==> src/rtl/fifo_fwft_pkt_reader_if.sv <==
// Handshake bundle between the FWFT FIFO read port, the packet reader and
// the downstream byte consumer. The reader uses the slave modport; the
// environment driving the FIFO and consuming bytes uses the master modport.
interface fifo_fwft_pkt_reader_if #(
    parameter int LenWidth = 8
);
    logic                enable;
    logic [8:0]          fifo_dout;
    logic                fifo_empty;
    logic                fifo_read;
    logic [7:0]          out_data;
    logic                out_last;
    logic                out_valid;
    logic                out_ready;
    logic                pkt_done;
    logic [LenWidth-1:0] pkt_len;
    logic                pkt_err;
    logic [7:0]          pkt_csum;

    modport slave (
        input  enable, fifo_dout, fifo_empty, out_ready,
        output fifo_read, out_data, out_last, out_valid,
               pkt_done, pkt_len, pkt_err, pkt_csum
    );

    modport master (
        output enable, fifo_dout, fifo_empty, out_ready,
        input  fifo_read, out_data, out_last, out_valid,
               pkt_done, pkt_len, pkt_err, pkt_csum
    );
endinterface

==> src/rtl/fifo_fwft_pkt_reader.sv <==
// Read-side packet engine for 9-bit FWFT FIFOs (bit 8 = end of packet).
// Pops words, presents a registered byte stream, truncates packets that
// reach MaxLen bytes without EOP and drops their remainder, and reports
// per-packet length / truncation status on completion.
// Optional XOR checksum of emitted bytes: define FIFO_PKT_RD_CSUM_EN.
//
// state   | meaning
// IDLE    | between packets; a pop here needs enable
// STREAM  | inside a packet; runs to EOP regardless of enable
// DISCARD | packet was truncated; drop words up to and including EOP
module fifo_fwft_pkt_reader #(
    parameter int MaxLen   = 64,
    parameter int LenWidth = 8
) (
    input logic                   clk_i,
    input logic                   rst_i,
    fifo_fwft_pkt_reader_if.slave bus
);
    typedef enum logic [1:0] {
        IDLE    = 2'd0,
        STREAM  = 2'd1,
        DISCARD = 2'd2
    } state_t;

    localparam logic [LenWidth-1:0] MaxLenC = LenWidth'(MaxLen);

    state_t              state_q, state_d;
    logic [LenWidth-1:0] len_q, len_d, len_inc;
    logic                run_q;
    logic                fifo_read, pop_out, eop, trunc, out_free, handshake;

    logic [7:0]          out_data_q;
    logic                out_last_q, out_valid_q, out_err_q;
    logic [LenWidth-1:0] out_len_q, pkt_len_q;
    logic                pkt_done_q, pkt_err_q;

    // run_q is cleared asynchronously, so no pop can be requested while
    // reset is held even though the request path is combinational.
    always_ff @(posedge clk_i or posedge rst_i) begin
        if (rst_i) run_q <= 1'b0;
        else       run_q <= 1'b1;
    end

    // Pop decision, truncation detect and next state / length.
    always_comb begin
        state_d   = state_q;
        len_d     = len_q;
        fifo_read = 1'b0;
        out_free  = !out_valid_q || bus.out_ready;
        len_inc   = len_q + LenWidth'(1);
        case (state_q)
            IDLE:    fifo_read = run_q && bus.enable && !bus.fifo_empty && out_free;
            STREAM:  fifo_read = run_q && !bus.fifo_empty && out_free;
            DISCARD: fifo_read = run_q && !bus.fifo_empty;
            default: fifo_read = 1'b0;
        endcase
        pop_out   = fifo_read && (state_q != DISCARD);
        eop       = pop_out && bus.fifo_dout[8];
        trunc     = pop_out && !bus.fifo_dout[8] && (len_inc == MaxLenC);
        handshake = out_valid_q && bus.out_ready && out_last_q;
        if (pop_out) begin
            len_d   = (eop || trunc) ? '0 : len_inc;
            state_d = eop ? IDLE : (trunc ? DISCARD : STREAM);
        end else if (state_q == DISCARD && fifo_read && bus.fifo_dout[8]) begin
            state_d = IDLE;
        end
    end

    // State and running length registers.
    always_ff @(posedge clk_i or posedge rst_i) begin
        if (rst_i) begin
            state_q <= IDLE;
            len_q   <= '0;
        end else begin
            state_q <= state_d;
            len_q   <= len_d;
        end
    end

    // Output register; byte count and truncation flag ride along with the
    // byte so back-to-back packets report their own status.
    always_ff @(posedge clk_i or posedge rst_i) begin
        if (rst_i) begin
            out_data_q  <= '0;
            out_last_q  <= 1'b0;
            out_valid_q <= 1'b0;
            out_len_q   <= '0;
            out_err_q   <= 1'b0;
        end else if (pop_out) begin
            out_data_q  <= bus.fifo_dout[7:0];
            out_last_q  <= bus.fifo_dout[8] || trunc;
            out_valid_q <= 1'b1;
            out_len_q   <= len_inc;
            out_err_q   <= trunc;
        end else if (bus.out_ready) begin
            out_valid_q <= 1'b0;
        end
    end

    // Completion reporting on acceptance of the last byte.
    always_ff @(posedge clk_i or posedge rst_i) begin
        if (rst_i) begin
            pkt_done_q <= 1'b0;
            pkt_err_q  <= 1'b0;
            pkt_len_q  <= '0;
        end else begin
            pkt_done_q <= handshake;
            pkt_err_q  <= handshake && out_err_q;
            if (handshake) pkt_len_q <= out_len_q;
        end
    end

`ifdef FIFO_PKT_RD_CSUM_EN
    logic [7:0] csum_q, out_csum_q, pkt_csum_q;

    // Running XOR of emitted bytes; restarts after EOP or truncation so
    // discarded words never contribute.
    always_ff @(posedge clk_i or posedge rst_i) begin
        if (rst_i) begin
            csum_q     <= '0;
            out_csum_q <= '0;
            pkt_csum_q <= '0;
        end else begin
            if (pop_out) begin
                csum_q     <= (eop || trunc) ? 8'h00 : (csum_q ^ bus.fifo_dout[7:0]);
                out_csum_q <= csum_q ^ bus.fifo_dout[7:0];
            end
            if (handshake) pkt_csum_q <= out_csum_q;
        end
    end

    assign bus.pkt_csum = pkt_csum_q;
`else
    assign bus.pkt_csum = 8'h00;
`endif

    assign bus.fifo_read = fifo_read;
    assign bus.out_data  = out_data_q;
    assign bus.out_last  = out_last_q;
    assign bus.out_valid = out_valid_q;
    assign bus.pkt_done  = pkt_done_q;
    assign bus.pkt_len   = pkt_len_q;
    assign bus.pkt_err   = pkt_err_q;
endmodule

==> src/flat_wrapper.sv <==
// flat-port wrapper written by rule: the top's interface ports become plain ports
module fifo_fwft_pkt_reader_flat 
#(
    parameter int MaxLen   = 64,
    parameter int LenWidth = 8
)
  (clk_i, rst_i, bus_enable, bus_fifo_dout, bus_fifo_empty, bus_out_ready, bus_fifo_read, bus_out_data, bus_out_last, bus_out_valid, bus_pkt_done, bus_pkt_len, bus_pkt_err, bus_pkt_csum);
  fifo_fwft_pkt_reader_if #(.LenWidth(LenWidth)) bus_i ();
  input logic clk_i;
  input logic rst_i;
  input wire logic [$bits(bus_i.enable)-1:0] bus_enable;
  input wire logic [$bits(bus_i.fifo_dout)-1:0] bus_fifo_dout;
  input wire logic [$bits(bus_i.fifo_empty)-1:0] bus_fifo_empty;
  input wire logic [$bits(bus_i.out_ready)-1:0] bus_out_ready;
  output wire logic [$bits(bus_i.fifo_read)-1:0] bus_fifo_read;
  output wire logic [$bits(bus_i.out_data)-1:0] bus_out_data;
  output wire logic [$bits(bus_i.out_last)-1:0] bus_out_last;
  output wire logic [$bits(bus_i.out_valid)-1:0] bus_out_valid;
  output wire logic [$bits(bus_i.pkt_done)-1:0] bus_pkt_done;
  output wire logic [$bits(bus_i.pkt_len)-1:0] bus_pkt_len;
  output wire logic [$bits(bus_i.pkt_err)-1:0] bus_pkt_err;
  output wire logic [$bits(bus_i.pkt_csum)-1:0] bus_pkt_csum;
  assign bus_i.enable = bus_enable;
  assign bus_i.fifo_dout = bus_fifo_dout;
  assign bus_i.fifo_empty = bus_fifo_empty;
  assign bus_i.out_ready = bus_out_ready;
  assign bus_fifo_read = bus_i.fifo_read;
  assign bus_out_data = bus_i.out_data;
  assign bus_out_last = bus_i.out_last;
  assign bus_out_valid = bus_i.out_valid;
  assign bus_pkt_done = bus_i.pkt_done;
  assign bus_pkt_len = bus_i.pkt_len;
  assign bus_pkt_err = bus_i.pkt_err;
  assign bus_pkt_csum = bus_i.pkt_csum;
  fifo_fwft_pkt_reader #(.MaxLen(MaxLen), .LenWidth(LenWidth)) u_core (.clk_i(clk_i), .rst_i(rst_i), .bus(bus_i));
endmodule
==> config.mk <==
export PLATFORM = sky130hd
export DESIGN_NAME = fifo_fwft_pkt_reader_flat
export DESIGN_NICKNAME = d
export VERILOG_FILES = /design/src/rtl/fifo_fwft_pkt_reader_if.sv /design/src/rtl/fifo_fwft_pkt_reader.sv /design/src/flat_wrapper.sv
export SDC_FILE = /design/constraint.sdc
export NUM_CORES = 1
export LEC_CHECK = 0
export ABC_CLOCK_PERIOD_IN_PS = 2700
export BUFFER_PORTS_ARGS = -buffer_cell sky130_fd_sc_hd__buf_2
export CAP_MARGIN = 20
export CORE_UTILIZATION = 56
export DETAILED_ROUTE_END_ITERATION = 10
export GPL_TIMING_DRIVEN = 0
export PLACE_DENSITY = 0.88
export SLEW_MARGIN = 0
export SYNTH_ARGS = -nofsm -noshare
export SYNTH_HDL_FRONTEND = slang
export SYNTH_SLANG_ARGS = --single-unit
export TNS_END_PERCENT = 100
==> constraint.sdc <==
create_clock -name clk_i -period 2.7 [get_ports clk_i]
set_input_delay 0.135 -clock clk_i [delete_from_list [all_inputs] [get_ports clk_i]]
set_output_delay 0.135 -clock clk_i [all_outputs]
set_load 0.02 [all_outputs]
==> flow_summary.json <==
{
  "outcome": "complete, no violations",
  "firstDrtPassIters": 4,
  "ys_seq_area_frac": 0.5498,
  "cts_resized": 0,
  "syn_area_sq_um": 1820,
  "p_total_mw": 1.506,
  "cts_sinks": 40,
  "dieArea_sq_um": 3483,
  "use_met3": 0.06769,
  "yosysUniqueCellTypes": 36,
  "hpwlAfterDp_mm": 2.396,
  "hold_violations": 0,
  "power.leakage_nw": 1.144,
  "synth-edff-count": 0,
  "clock.fmax_mhz": 475.5,
  "grt_first_pass_wirelength_mm": 5.989,
  "synth-seq-cells": 40,
  "antenna_found_initial": 0,
  "cp.required_ps": 2570,
  "num_antenna_cells": 0,
  "syn2layout_area_growth_pct": 21.99,
  "synth_top_area_frac": 0.5498,
  "met2_usage": 0.3815,
  "relSlewSlack": 0.4654,
  "dp_cells": 259,
  "grt_use_total": 0.2315,
  "cts_max_level": 2,
  "worst_hold_slack_ps": 130.3,
  "drive_gt1_frac": 0.3147,
  "synth_top_area_cell": "dfrtp_1",
  "nets": 247,
  "ios": 43,
  "core_area_sq_um": 3078,
  "synth.top_cells.by_count": "45 x nand2_1, 40 x dfrtp_1, 9 x buf_4, 9 x nor2_1, 9 x o21ai_1",
  "cts_setup_buffers": 0,
  "final_area_sq_um": 2221,
  "fin_cells": 276,
  "die_y_um": 59.02,
  "async_reset_ff_frac": 1.000,
  "synthFlopType": "dfrtp_1",
  "via_per_inst": 5.134,
  "hp-class": "in -> reg",
  "fin_tns_setup_ps": 0,
  "synth_warnings": 0,
  "comb_power_share": 0.275,
  "synthTopCellsByArea": "dfrtp_1 55%, nand2_1 9.3%, mux2_2 4.9%",
  "num_vias": 1417,
  "maxCapViolations": 0,
  "vdd_ir_drop_max_mv": 0.3493,
  "setup_viol": 0,
  "grt_busiest_layer": "met2",
  "numCtsBuffers": 5,
  "cts_buffer_depth": 2,
  "cts_tree": "yes",
  "min_period_ps": 2103,
  "crit_arrival_ps": 1970,
  "synthCells": 174,
  "startpoint_type": "flip-flop",
  "post_drt_wl_per_cell_um": 12.89,
  "cp_max_fo": 10,
  "drt_wl_total_mm": 3.557,
  "placementRows": 20,
  "seqPwrFrac": 0.515,
  "power_frac_clock": 0.210,
  "fin_skew_ps": 8.560,
  "min_period_over_period": 0.7790,
  "synth_most_common_cell": "nand2_1",
  "p_sw_mw": 0.5101,
  "swShare": 0.3388,
  "gp_congestion": 0.8174,
  "p_int_mw": 0.9955,
  "critical-path-max-stage-delay_ps": 510,
  "slew_viol_final": 0,
  "crit_slowest_cell": "or4_4",
  "grt_pass1_vias": 1359,
  "powerDensity_nw_per_um2": 677.9,
  "clkLatencyLatePin_ps": 350,
  "path_class": "reg -> out",
  "buffer_ports.inserted": 34,
  "overflow": 0,
  "syn_avg_cell_area_sq_um": 10.46,
  "tightest_slew_ps": 800.7,
  "ant_nets": 0,
  "end_kind": "output pin",
  "dieWidth_um": 59.02,
  "crit_chain": "nor2b_1, or4_4, clkbuf_1, nand2_1, buf_2",
  "place_area_sq_um": 2072,
  "initial_core_util": 0.5915,
  "cts-root-buf": "clkbuf_4",
  "route.detailed.drc": 0,
  "use_met1": 0.2901,
  "grt_max_degree": 41,
  "rsz0062_at_grt": "false",
  "first_iter_violations": 78,
  "clk_pin_slew_ps": 110
}
[worst paths after layout]
check	start	to	slack, ps	cells after the start
max in group asynchronous	rst_i	u_core.bus.pkt_len[0]	1720	3
worst max register to register	u_core.len_q[0]	u_core.len_q[1]	640	6
worst min register to register	u_core.bus.out_data[4]	u_core.bus.out_data[4]	480	2
min in group asynchronous	rst_i	u_core.out_len_q[1]	460	3
worst max-delay path	u_core.bus.out_valid	bus_fifo_read	600	5
worst min-delay path	bus_out_ready	u_core.bus.out_valid	130	3
[metal layers]
metal,vias up,part of all wire
met1,694,0.43
met3,8,0.044
met5,-,0
met2,40,0.51
met4,0,0.012
li1,675,-
[kinds of logic (layout without fill, tap and decap cells)]
kind of cell,Yosys count,in the layout,synth area share
AND/OR/NAND/NOR,70,70,0.1966
flip-flops,40,40,0.5498
AO/OA/AOI/OAI,28,28,0.09897
buffers and inverters,19,70,0.05910
multiplexers,8,8,0.04949
XOR/XNOR,5,5,0.02818
adder cells (fa/ha/maj),2,2,0.01374
other,2,9,0.004125
[timing repair]
item	CTS	global route
hold buffers	9	0
endpoints found under the hold margin	48	0
endpoints found under the setup margin	0	0
[metrics by stage]
step             util  setup WS, ps
3_5_place_dp   0.6732         686.7
5_1_grt        0.7215         487.7
4_1_cts        0.7215         593.8
2_1_floorplan       -         899.8
3_3_place_gp   0.6732         696.8
6_report       0.7215         596.8
[cells in the final DEF (no fill, tap or decap), types with 5 or more instances in the layout]
cell	netlist	layout
o21ai_0	5	5
buf_2	2	36
dfrtp_1	40	40
buf_4	9	9
mux2_2	8	8
nor2_1	9	9
nand2_1	45	45
conb_1	2	9
o21ai_1	9	9
clkbuf_4	0	5
dlygate4sd3_1	0	9
clkbuf_1	3	5
[area by class of cell]
class                   instances  area (sq um)
flip-flops and latches         40          1001
fillers                       208         857.1
multi-input cells             122         738.2
repair buffers                 43         260.3
plain buffers                  14         88.84
clock buffers                   8         58.81
well taps                      44         55.05
inverters                       5         18.77
[power by group through the flow]
stage / clock, mW / sequential (mW) / combinational [mW]
3_3_place_gp: 0 / 0.779 / 0.389
3_5_place_dp: 0 / 0.786 / 0.398
4_1_cts: 0.316 / 0.773 / 0.409
5_1_grt: 0.350 / 0.789 / 0.448
6_report: 0.317 / 0.775 / 0.414
2_1_floorplan: 0 / 0.857 / 0.195
[state kept, by name, summed over array words and instances (netlist names)]
signal	count
u_core.bus.out_data	8
u_core.bus.pkt_len	8
u_core.len_q	8
u_core.out_len_q	8
u_core.state_q	2
u_core.bus.out_last	1
u_core.bus.out_valid	1
u_core.bus.pkt_done	1
u_core.bus.pkt_err	1
u_core.out_err_q	1
u_core.run_q	1
[worst max-delay path: cells and delay by family, from the launching register on]
kind	cells	cell delay (ps)
buf+inv	2	410
flops	1	410
simple gates	3	800
(Power assumes the default switching activity.)
